--- config.mk ---
export PLATFORM = sky130hd
export DESIGN_NAME = ssd_scan_drv
export DESIGN_NICKNAME = d
export VERILOG_FILES = /design/src/rtl/ssd_scan_drv.sv
export SDC_FILE = /design/constraint.sdc
export NUM_CORES = 1
export LEC_CHECK = 0
export BUFFER_PORTS_ARGS = -buffer_cell sky130_fd_sc_hd__buf_4
export CORE_MARGIN = 2
export CORE_UTILIZATION = 53
export CTS_BUF_LIST = sky130_fd_sc_hd__clkbuf_16
export CTS_CLUSTER_DIAMETER = 50
export CTS_CLUSTER_SIZE = 12
export DETAILED_ROUTE_END_ITERATION = 16
export HOLD_SLACK_MARGIN = 0.12
export PLACE_DENSITY = 0.76
export SLEW_MARGIN = 40
export SYNTH_ARGS = -nofsm -noshare
export SYNTH_HDL_FRONTEND = slang
export SYNTH_SLANG_ARGS = --single-unit
export TNS_END_PERCENT = 100
--- constraint.sdc ---
create_clock -name CLK -period 5.2 [get_ports CLK]
set_clock_uncertainty 0.15 [all_clocks]
set_input_delay 0.52 -clock CLK [delete_from_list [all_inputs] [get_ports CLK]]
set_output_delay 0.52 -clock CLK [all_outputs]
set_load 0.01 [all_outputs]
--- src/rtl/ssd_scan_drv.sv ---
// Four-digit multiplexed seven-segment scanner with a double-buffered BCD
// load path, frame-aligned updates, leading-zero blanking and a sticky error flag.
module ssd_scan_drv #(
  parameter logic [15:0] CNT_END  = 16'hC350,
  parameter bit          BLANK_LZ = 1'b1
) (
  input  logic        CLK,
  input  logic        RST,
  input  logic [15:0] BCD_IN,
  input  logic [3:0]  DP_IN,
  input  logic        LOAD,
  output logic        PENDING,
  output logic [3:0]  AN,
  output logic [6:0]  SEG,
  output logic        DP,
  output logic        ERR
);

  localparam int unsigned CNT_W  = 16;
  localparam int unsigned NDIG   = 4;
  localparam int unsigned DATA_W = 4 * NDIG;

  logic [CNT_W-1:0]  presc;
  logic [1:0]        dig;
  logic [DATA_W-1:0] shadow_bcd, active_bcd;
  logic [NDIG-1:0]   shadow_dp, active_dp;

  logic        tick_c;
  logic        frame_apply_c;
  logic        shadow_bad_c;
  logic [3:0]  lz_c;
  logic        blank_c;
  logic [3:0]  nib_c;
  logic [3:0]  an_c;
  logic [6:0]  seg_c;
  logic        dp_c;

  // Active-low segment pattern, g..a; anything outside 0-9 shows a dash
  function automatic logic [6:0] seg_dec(input logic [3:0] n);
    case (n)
      4'd0:    seg_dec = 7'h40;
      4'd1:    seg_dec = 7'h79;
      4'd2:    seg_dec = 7'h24;
      4'd3:    seg_dec = 7'h30;
      4'd4:    seg_dec = 7'h19;
      4'd5:    seg_dec = 7'h12;
      4'd6:    seg_dec = 7'h02;
      4'd7:    seg_dec = 7'h78;
      4'd8:    seg_dec = 7'h00;
      4'd9:    seg_dec = 7'h10;
      default: seg_dec = 7'h3F;
    endcase
  endfunction

  always_comb begin
    tick_c        = (presc == CNT_END);
    frame_apply_c = tick_c && (dig == 2'd3) && PENDING;
    shadow_bad_c  = 1'b0;
    for (int i = 0; i < int'(NDIG); i++) begin
      if (shadow_bcd[4*i +: 4] > 4'd9) shadow_bad_c = 1'b1;
    end
  end

  // lz_c[d] is set when nibbles d..3 of the active value are all zero
  always_comb begin
    lz_c    = '0;
    lz_c[3] = (active_bcd[15:12] == 4'd0);
    lz_c[2] = lz_c[3] && (active_bcd[11:8] == 4'd0);
    lz_c[1] = lz_c[2] && (active_bcd[7:4] == 4'd0);
    lz_c[0] = 1'b0;
    blank_c = BLANK_LZ && (dig != 2'd0) && lz_c[dig];
    nib_c   = active_bcd[{dig, 2'b00} +: 4];
    an_c    = 4'hF;
    seg_c   = 7'h7F;
    dp_c    = 1'b1;
    if (!blank_c) begin
      an_c  = 4'(~(4'b0001 << dig));
      seg_c = seg_dec(nib_c);
      dp_c  = ~active_dp[dig];
    end
  end

  always_ff @(posedge CLK) begin
    if (!RST) begin
      presc      <= '0;
      dig        <= '0;
      shadow_bcd <= '0;
      shadow_dp  <= '0;
      active_bcd <= '0;
      active_dp  <= '0;
      PENDING    <= 1'b0;
      AN         <= 4'hF;
      SEG        <= 7'h7F;
      DP         <= 1'b1;
      ERR        <= 1'b0;
    end else begin
      presc <= tick_c ? '0 : CNT_W'(presc + 1'b1);
      if (tick_c) dig <= 2'(dig + 1'b1);

      // A load on the boundary still lets the previous shadow reach the display
      if (frame_apply_c) begin
        active_bcd <= shadow_bcd;
        active_dp  <= shadow_dp;
        if (shadow_bad_c) ERR <= 1'b1;
      end
      if (LOAD) begin
        shadow_bcd <= BCD_IN;
        shadow_dp  <= DP_IN;
        PENDING    <= 1'b1;
      end else if (frame_apply_c) begin
        PENDING <= 1'b0;
      end

      AN  <= an_c;
      SEG <= seg_c;
      DP  <= dp_c;
    end
  end

endmodule

==> results of run 1 <==
-- metal layers --
layer / up-vias / GRT usage, % / share of wire [%]
li1: 1228 / - / -
met1: 1125 / 27.3 / 50
met2: 52 / 29.3 / 45
met3: 7 / 4.07 / 4.0
met4: 0 / 7.50 / 1.5
met5: - / 0 / 0
-- state kept, by name (all words and copies together), names as in the netlist --
| register | cells |
|---|---|
| AN | 4 |
| DP | 1 |
| ERR | 1 |
| PENDING | 1 |
| SEG | 7 |
| active_bcd | 16 |
| active_dp | 4 |
| dig | 2 |
| presc | 16 |
| shadow_bcd | 16 |
| shadow_dp | 4 |
-- cell type report --
cell class                 instances  area (sq um)
tap                               75          93.8
sequential                        72          1440
multi-input combinational        227          1610
clock buffer                       9           225
timing repair buffer              37           278
clock inverter                     6          28.8
fill                             494          2170
inverter                          11          41.3
-- layout by cell type (no fill, tap or decap), types with 2 or more instances in the layout --
| cell | netlist | layout |
|---|---|---|
| and3_1 | 3 | 3 |
| nand4_1 | 10 | 10 |
| xnor2_1 | 6 | 6 |
| buf_4 | 0 | 37 |
| nand2b_1 | 3 | 3 |
| nand3_1 | 34 | 34 |
| and2_1 | 2 | 2 |
| xor2_1 | 6 | 6 |
| inv_1 | 11 | 12 |
| nor2b_1 | 21 | 21 |
| mux2i_1 | 20 | 20 |
| mux4_1 | 3 | 3 |
| o21ai_0 | 29 | 29 |
| o22ai_1 | 3 | 3 |
| nor4_1 | 3 | 3 |
| clkbuf_16 | 0 | 9 |
| nand2_1 | 8 | 8 |
| dfxtp_1 | 72 | 72 |
| mux4_2 | 2 | 2 |
| a21boi_0 | 22 | 22 |
| ha_1 | 11 | 11 |
| or3_1 | 2 | 2 |
| a21oi_1 | 4 | 4 |
| nor2_1 | 17 | 17 |
| nor3_1 | 2 | 2 |
| clkinv_2 | 0 | 5 |
| or4_1 | 2 | 2 |
-- final timing paths --
check            from           end  slack [ps]  cells after the start
min reg2reg  presc[0]      presc[0]         330                      1
min          DP_IN[3]  shadow_dp[3]         310                      3
max reg2reg    dig[0]        SEG[4]        2780                      7
max            dig[0]        SEG[4]        2780                      7
-- per-stage QoR --
stage / cells / hold slack [ps] / utilization, %
detailed placement: 421 / 318 / 58.7
floorplan: 335 / 287 / -
CTS: 436 / 304 / 63.1
finish: 437 / 307 / 63.2
global route: 437 / 317 / 63.2
global placement: 421 / 297 / 58.7
-- critical path: cells and delay by family, from the launching register on --
kind                       cells  cell delay [ps]
and+or+nand+nor                1               90
muxes                          2              940
buffers and inverters          2              180
DFF                            1              600
AOI/OAI and AO/OA              1              130
adders and majority gates      1              180
-- where the power goes --
part,internal [mW],switching [mW]
registers,0.567,0.00969
clock network,0.313,0.204
logic,0.0318,0.0237
total,0.912,0.238
-- logic make-up (layout without fill, tap and decap cells) --
kind of cell             after synthesis  after routing  share of synthesized area, %
AND/OR/NAND/NOR                      113            113                          19.4
flip-flops                            72             72                          44.9
AO/OA/AOI/OAI                         65             65                          12.8
buffers and inverters                 36             63                          4.91
multiplexers                          26             26                          10.4
XOR/XNOR                              12             12                          3.27
adder cells (fa/ha/maj)               11             11                          4.29
==> run metrics, run 1 <==
clock latency on the worst-skew pair 320 ps; number of synthesized flops with an enable pin 0; Post-synth top flop dfxtp_1; worst hold path type input pin to flop; Critical Path Max Stage Delay 690 ps; first-pass GRT wire length approximately 10 mm; Die W 81.8 um; Mapped Nets roughly 370; Setup TNS 0 ps; syn_area_per_cell around 9.6 sq um; Mapped Cells 335; synth top area cells dfxtp_1 45%, mux2i_1 6.2%, nand3_1 5.3%, a21boi_0 5.1%, o21ai_0 4.5%; slowest cell on the critical path mux4_1; WL final 5.83 mm; share of cells above drive strength 1 16.0%; Netlist cell types 41; Final Power 1.15 mW; cts hold-fix bufs 0; Max-cap violations 0; period utilisation layout 46.5%; fin area 3720 sq um; H-Tree Depth 3; Synth area leader dfxtp_1; CTS tree built; via count about 2400; Critical Path, Cell by Cell mux4_1, inv_1, ha_1, inv_1, mux2_2, o22ai_1, nand3_1; worst vdd ir approximately 0.27 mV; CORE AREA 5890 sq um; top-count cell post-synth dfxtp_1; PostCTS Resize Cnt 0; vias per cell 5.52; CP Capture Type flop; Wirelength per Cell 13.4 um; minimum clock period after layout about 2400 ps; WS Path Type flop to flop; pre-CTS setup slack 2700 ps; pwr dens 309 nW/um^2; fraction of registers with async set/reset 0%; final hold violation count 0; Antenna Cells 0; startpoint type of the worst setup path flop; Synth top area share 44.9%; gr usage total 19.4%; Die Span Y 81.8 um; vias in the first global route 2189; final setup violation count 0; Mapped Area 3210 sq um; most frequent cells after synthesis 72 x dfxtp_1, 34 x nand3_1, 29 x o21ai_0; flops & latches, synth 72; number of remaining DRC errors 0; HPWL Detailed 4.05 mm; Area after DPL 3460 sq um; GRT overflow 0; Post-CTS Setup Bufs 0; TritonCTS sink count 72; largest net degree at the start of global routing just under 60; die area 6690 sq um; Initial Util 54.5%; # port buffers 36; antenna violations before repair 0; post-route ant nets 0; Critical Path Most Common Cell inv_1; std cell rows 28; Final Slew Violations 0; DR pass1 iterations 4; critical path fanouts, max 10; synth warn 0; Root Driver clkbuf_16; WP data required 5230 ps; Critical Path AT 2450 ps; Ports 37; Longest Clk Path Bufs 2; synth-to-layout area growth 15.9%; Lkg Pwr 1.45 nW; worst slew pin tran 707 ps; Final WS setup 2780 ps; CTS Buf Count 9; fmax a little over 0.4 GHz; Final GP Congestion between 0.8 and 0.9; CTS clk-pin slew, worst paths 50 ps; outcome finished clean; register area share after synthesis 44.9%; Post-layout nets just under 400; unrepaired setup endpoints after global routing false; drt initial violations 120; relative slew slack 52.9%
No activity file was read; power rests on OpenSTA's default activity.
==> inputs of run 2 (changes only) <==
ABC_AREA = 1   (was default)
clock period = 2.4 ns   (was 5.2 ns; I/O delays follow)
==> run metrics, run 2 <==
Wirelength per Cell 11.2 um (was 13.4 um); NetSw 0.564 mW (was 0.238 mW); GR Util met3 3.74% (was 4.07%); Lkg Pwr 1.90 nW (was 1.45 nW); Max-cap violations 0 (unchanged); Critical Path Max Stage Delay 500 ps (was 690 ps); share of cells above drive strength 1 12.5% (was 16.0%); total stage count of the critical path 7 (unchanged); number of remaining DRC errors 0 (unchanged); WHS Path Cells 3 (unchanged); fraction of registers with async set/reset 0% (unchanged); Antenna Cells 0 (unchanged); HPWL Detailed 4.36 mm (was 4.05 mm); minimum clock period after layout 2050 ps (was 2420 ps); clock share of power 45.1% (was 45.0%); Netlist cell types 26 (was 41); GRT overflow 0 (unchanged); Ports 37 (unchanged); most common cell after layout, fill and taps aside nor2_1 (was dfxtp_1); Post-CTS Setup Bufs 0 (unchanged); Bufs and invs on worst path 1 (was 2); die area 6640 sq um (was 6690 sq um); most frequent cells in the layout 110 x nor2_1, 88 x nand2_1, 72 x dfxtp_1 (was 72 x dfxtp_1, 37 x buf_4, 34 x nand3_1); Synth top area share 45.3% (was 44.9%); Int Pwr 1.99 mW (was 0.912 mW); WS Path Type flop to flop (unchanged); clock latency on the worst-skew pair 330 ps (was 320 ps); Largest regs active_bcd: 16 flops, presc: 16 flops, shadow_bcd: 16 flops (unchanged); Die W 81.5 um (was 81.8 um); Mapped Cells 451 (was 335); Critical Path, Cell by Cell inv_1, ha_1, nor3_1, nand3b_1, nor2_1, nor2_1, o21ai_0 (was mux4_1, inv_1, ha_1, inv_1, mux2_2, o22ai_1, nand3_1); WP data required 2420 ps (was 5230 ps); DR pass1 iterations 4 (unchanged); Register-to-Register Path Depth 7 (unchanged); final setup violation count 0 (unchanged); Post-layout nets 539 (was 392); Mapped Nets 485 (was 369); Longest Clk Path Bufs 2 (unchanged); worst vdd ir 0.474 mV (was 0.267 mV); synth-to-layout area growth 24.0% (was 15.9%); fmax 0.487 GHz (was 0.414 GHz); M2 GR Usage 35.7% (was 29.3%); Die Span Y 81.5 um (was 81.8 um); startpoint type of the worst setup path flop (unchanged); part of the power in registers 49.1% (was 50.2%); fin area 3950 sq um (was 3720 sq um); fin cells 585 (was 437); number of synthesized flops with an enable pin 0 (unchanged); WL final 6.53 mm (was 5.83 mm); post-route ant nets 0 (unchanged); H-Tree Depth 3 (unchanged); cts hold-fix bufs 21 (was 0); CORE AREA 5850 sq um (was 5890 sq um); CTS clk-pin slew, worst paths 50 ps (about the same); Initial Util 54.4% (was 54.5%); vias per cell 4.78 (was 5.52); via count 2795 (was 2412); PostCTS Resize Cnt 0 (unchanged); synth top area cells dfxtp_1 45%, nor2_1 13%, nand2_1 10%, o21ai_0 5.5%, inv_1 5.1% (was dfxtp_1 45%, mux2i_1 6.2%, nand3_1 5.3%, a21boi_0 5.1%, o21ai_0 4.5%); gr usage total 21.7% (was 19.4%); Placed Cells 548 (was 421); Critical Path Most Common Cell nor2_1 (was inv_1); pwr dens 647 nW/um^2 (was 309 nW/um^2); Post-synth top flop dfxtp_1 (unchanged); synth warn 0 (unchanged); flops & latches, synth 72 (unchanged); unrepaired setup endpoints after global routing false (unchanged); Root Driver clkbuf_16 (unchanged); std cell rows 28 (unchanged); first-pass GRT wire length 11.1 mm (was 10.1 mm); logic gate share of total power 5.9% (was 4.8%); Final WS setup 347 ps (was 2780 ps); register area share after synthesis 45.3% (was 44.9%); pre-CTS setup slack 347 ps (was 2700 ps); # port buffers 36 (unchanged); CTS Buf Count 9 (unchanged); sw frac 22.1% (was 20.7%); drt initial violations 121 (was 120); largest net degree at the start of global routing 44 (was 59); busiest grt layer met2 (unchanged); top-count cell post-synth nor2_1 (was dfxtp_1); family with the most delay on the worst path simple AND/OR/NAND/NOR gates (was multiplexers); Final Slew Violations 0 (unchanged); Area after DPL 3480 sq um (was 3460 sq um); worst hold path type input pin to flop (unchanged); CP Capture Type flop (unchanged); syn_area_per_cell 7.06 sq um (was 9.58 sq um); critical path fanouts, max 21 (was 10); antenna violations before repair 0 (unchanged); most frequent cells after synthesis 110 x nor2_1, 88 x nand2_1, 72 x dfxtp_1 (was 72 x dfxtp_1, 34 x nand3_1, 29 x o21ai_0); relative slew slack 57.1% (was 52.9%); GR Layer Usage met1 26.8% (was 27.3%); Synth area leader dfxtp_1 (unchanged); TritonCTS sink count 72 (unchanged); Setup TNS 0 ps (unchanged); Critical Path AT 2080 ps (was 2450 ps); outcome finished clean (unchanged); period utilisation layout 85.5% (was 46.5%); CTS tree built (unchanged); final hold violation count 0 (unchanged); vias in the first global route 2533 (was 2189); slowest cell on the critical path dfxtp_1 (was mux4_1); number of fill cells 495 (was 494); Final GP Congestion 0.863 (was 0.825); worst slew pin tran 643 ps (was 707 ps); Mapped Area 3180 sq um (was 3210 sq um)
## run 2: final timing paths
check	start	to	slack [ps]
max	dig[0]	DP	350
min	LOAD	shadow_bcd[6]	160
max reg2reg	dig[0]	DP	350
min reg2reg	ERR	ERR	310
## run 2: per-layer routing
metal,wire length (um),up-vias
met1,3040,1218
met2,3110,46
met5,0,-
li1,-,1519
met4,134,0
met3,246,12
## run 2: cell type report
| cell class | count | area [sq um] | area share [%] |
|---|---|---|---|
| multi-input combinational | 314 | 1470 | 37.3 |
| inverter | 48 | 180 | 4.56 |
| clock buffer | 9 | 225 | 5.71 |
| tap | 75 | 93.8 | 2.38 |
| clock inverter | 7 | 32.5 | 0.824 |
| timing repair buffer | 60 | 503 | 12.7 |
| sequential | 72 | 1440 | 36.5 |
## run 2: power groups by stage
stage / Clock [mW] / Sequential (mW) / Combinational (mW)
3_5_place_dp: 0 / 1.28 / 0.120
3_3_place_gp: 0 / 1.28 / 0.119
6_report: 1.15 / 1.25 / 0.149
4_1_cts: 1.18 / 1.25 / 0.148
5_1_grt: 1.23 / 1.26 / 0.170
2_1_floorplan: 0 / 1.28 / 0.0660
## run 2: stage by stage
stage               hold slack, ps  power, mW  utilization, %
floorplan                      225       1.34               -
detailed placement             304       1.40            59.5
CTS                            146       2.58            67.5
global route                   187       2.66            67.5
finish                         155       2.55            67.5
global placement               294       1.40            59.5
## run 2: cell families (layout without fill, tap and decap cells)
| kind of cell | after synthesis | in the layout | share of synthesized area, % |
|---|---|---|---|
| XOR/XNOR | 4 | 4 | 1.10 |
| adder cells (fa/ha/maj) | 11 | 11 | 4.32 |
| buffers and inverters | 65 | 124 | 8.53 |
| AO/OA/AOI/OAI | 60 | 60 | 9.71 |
| flip-flops | 72 | 72 | 45.3 |
| AND/OR/NAND/NOR | 239 | 239 | 31.1 |
## run 2: tightest hold or removal path, stage by stage
cell	delay [ps]
buf_4	180
o21ai_0	100
nor2_1	80
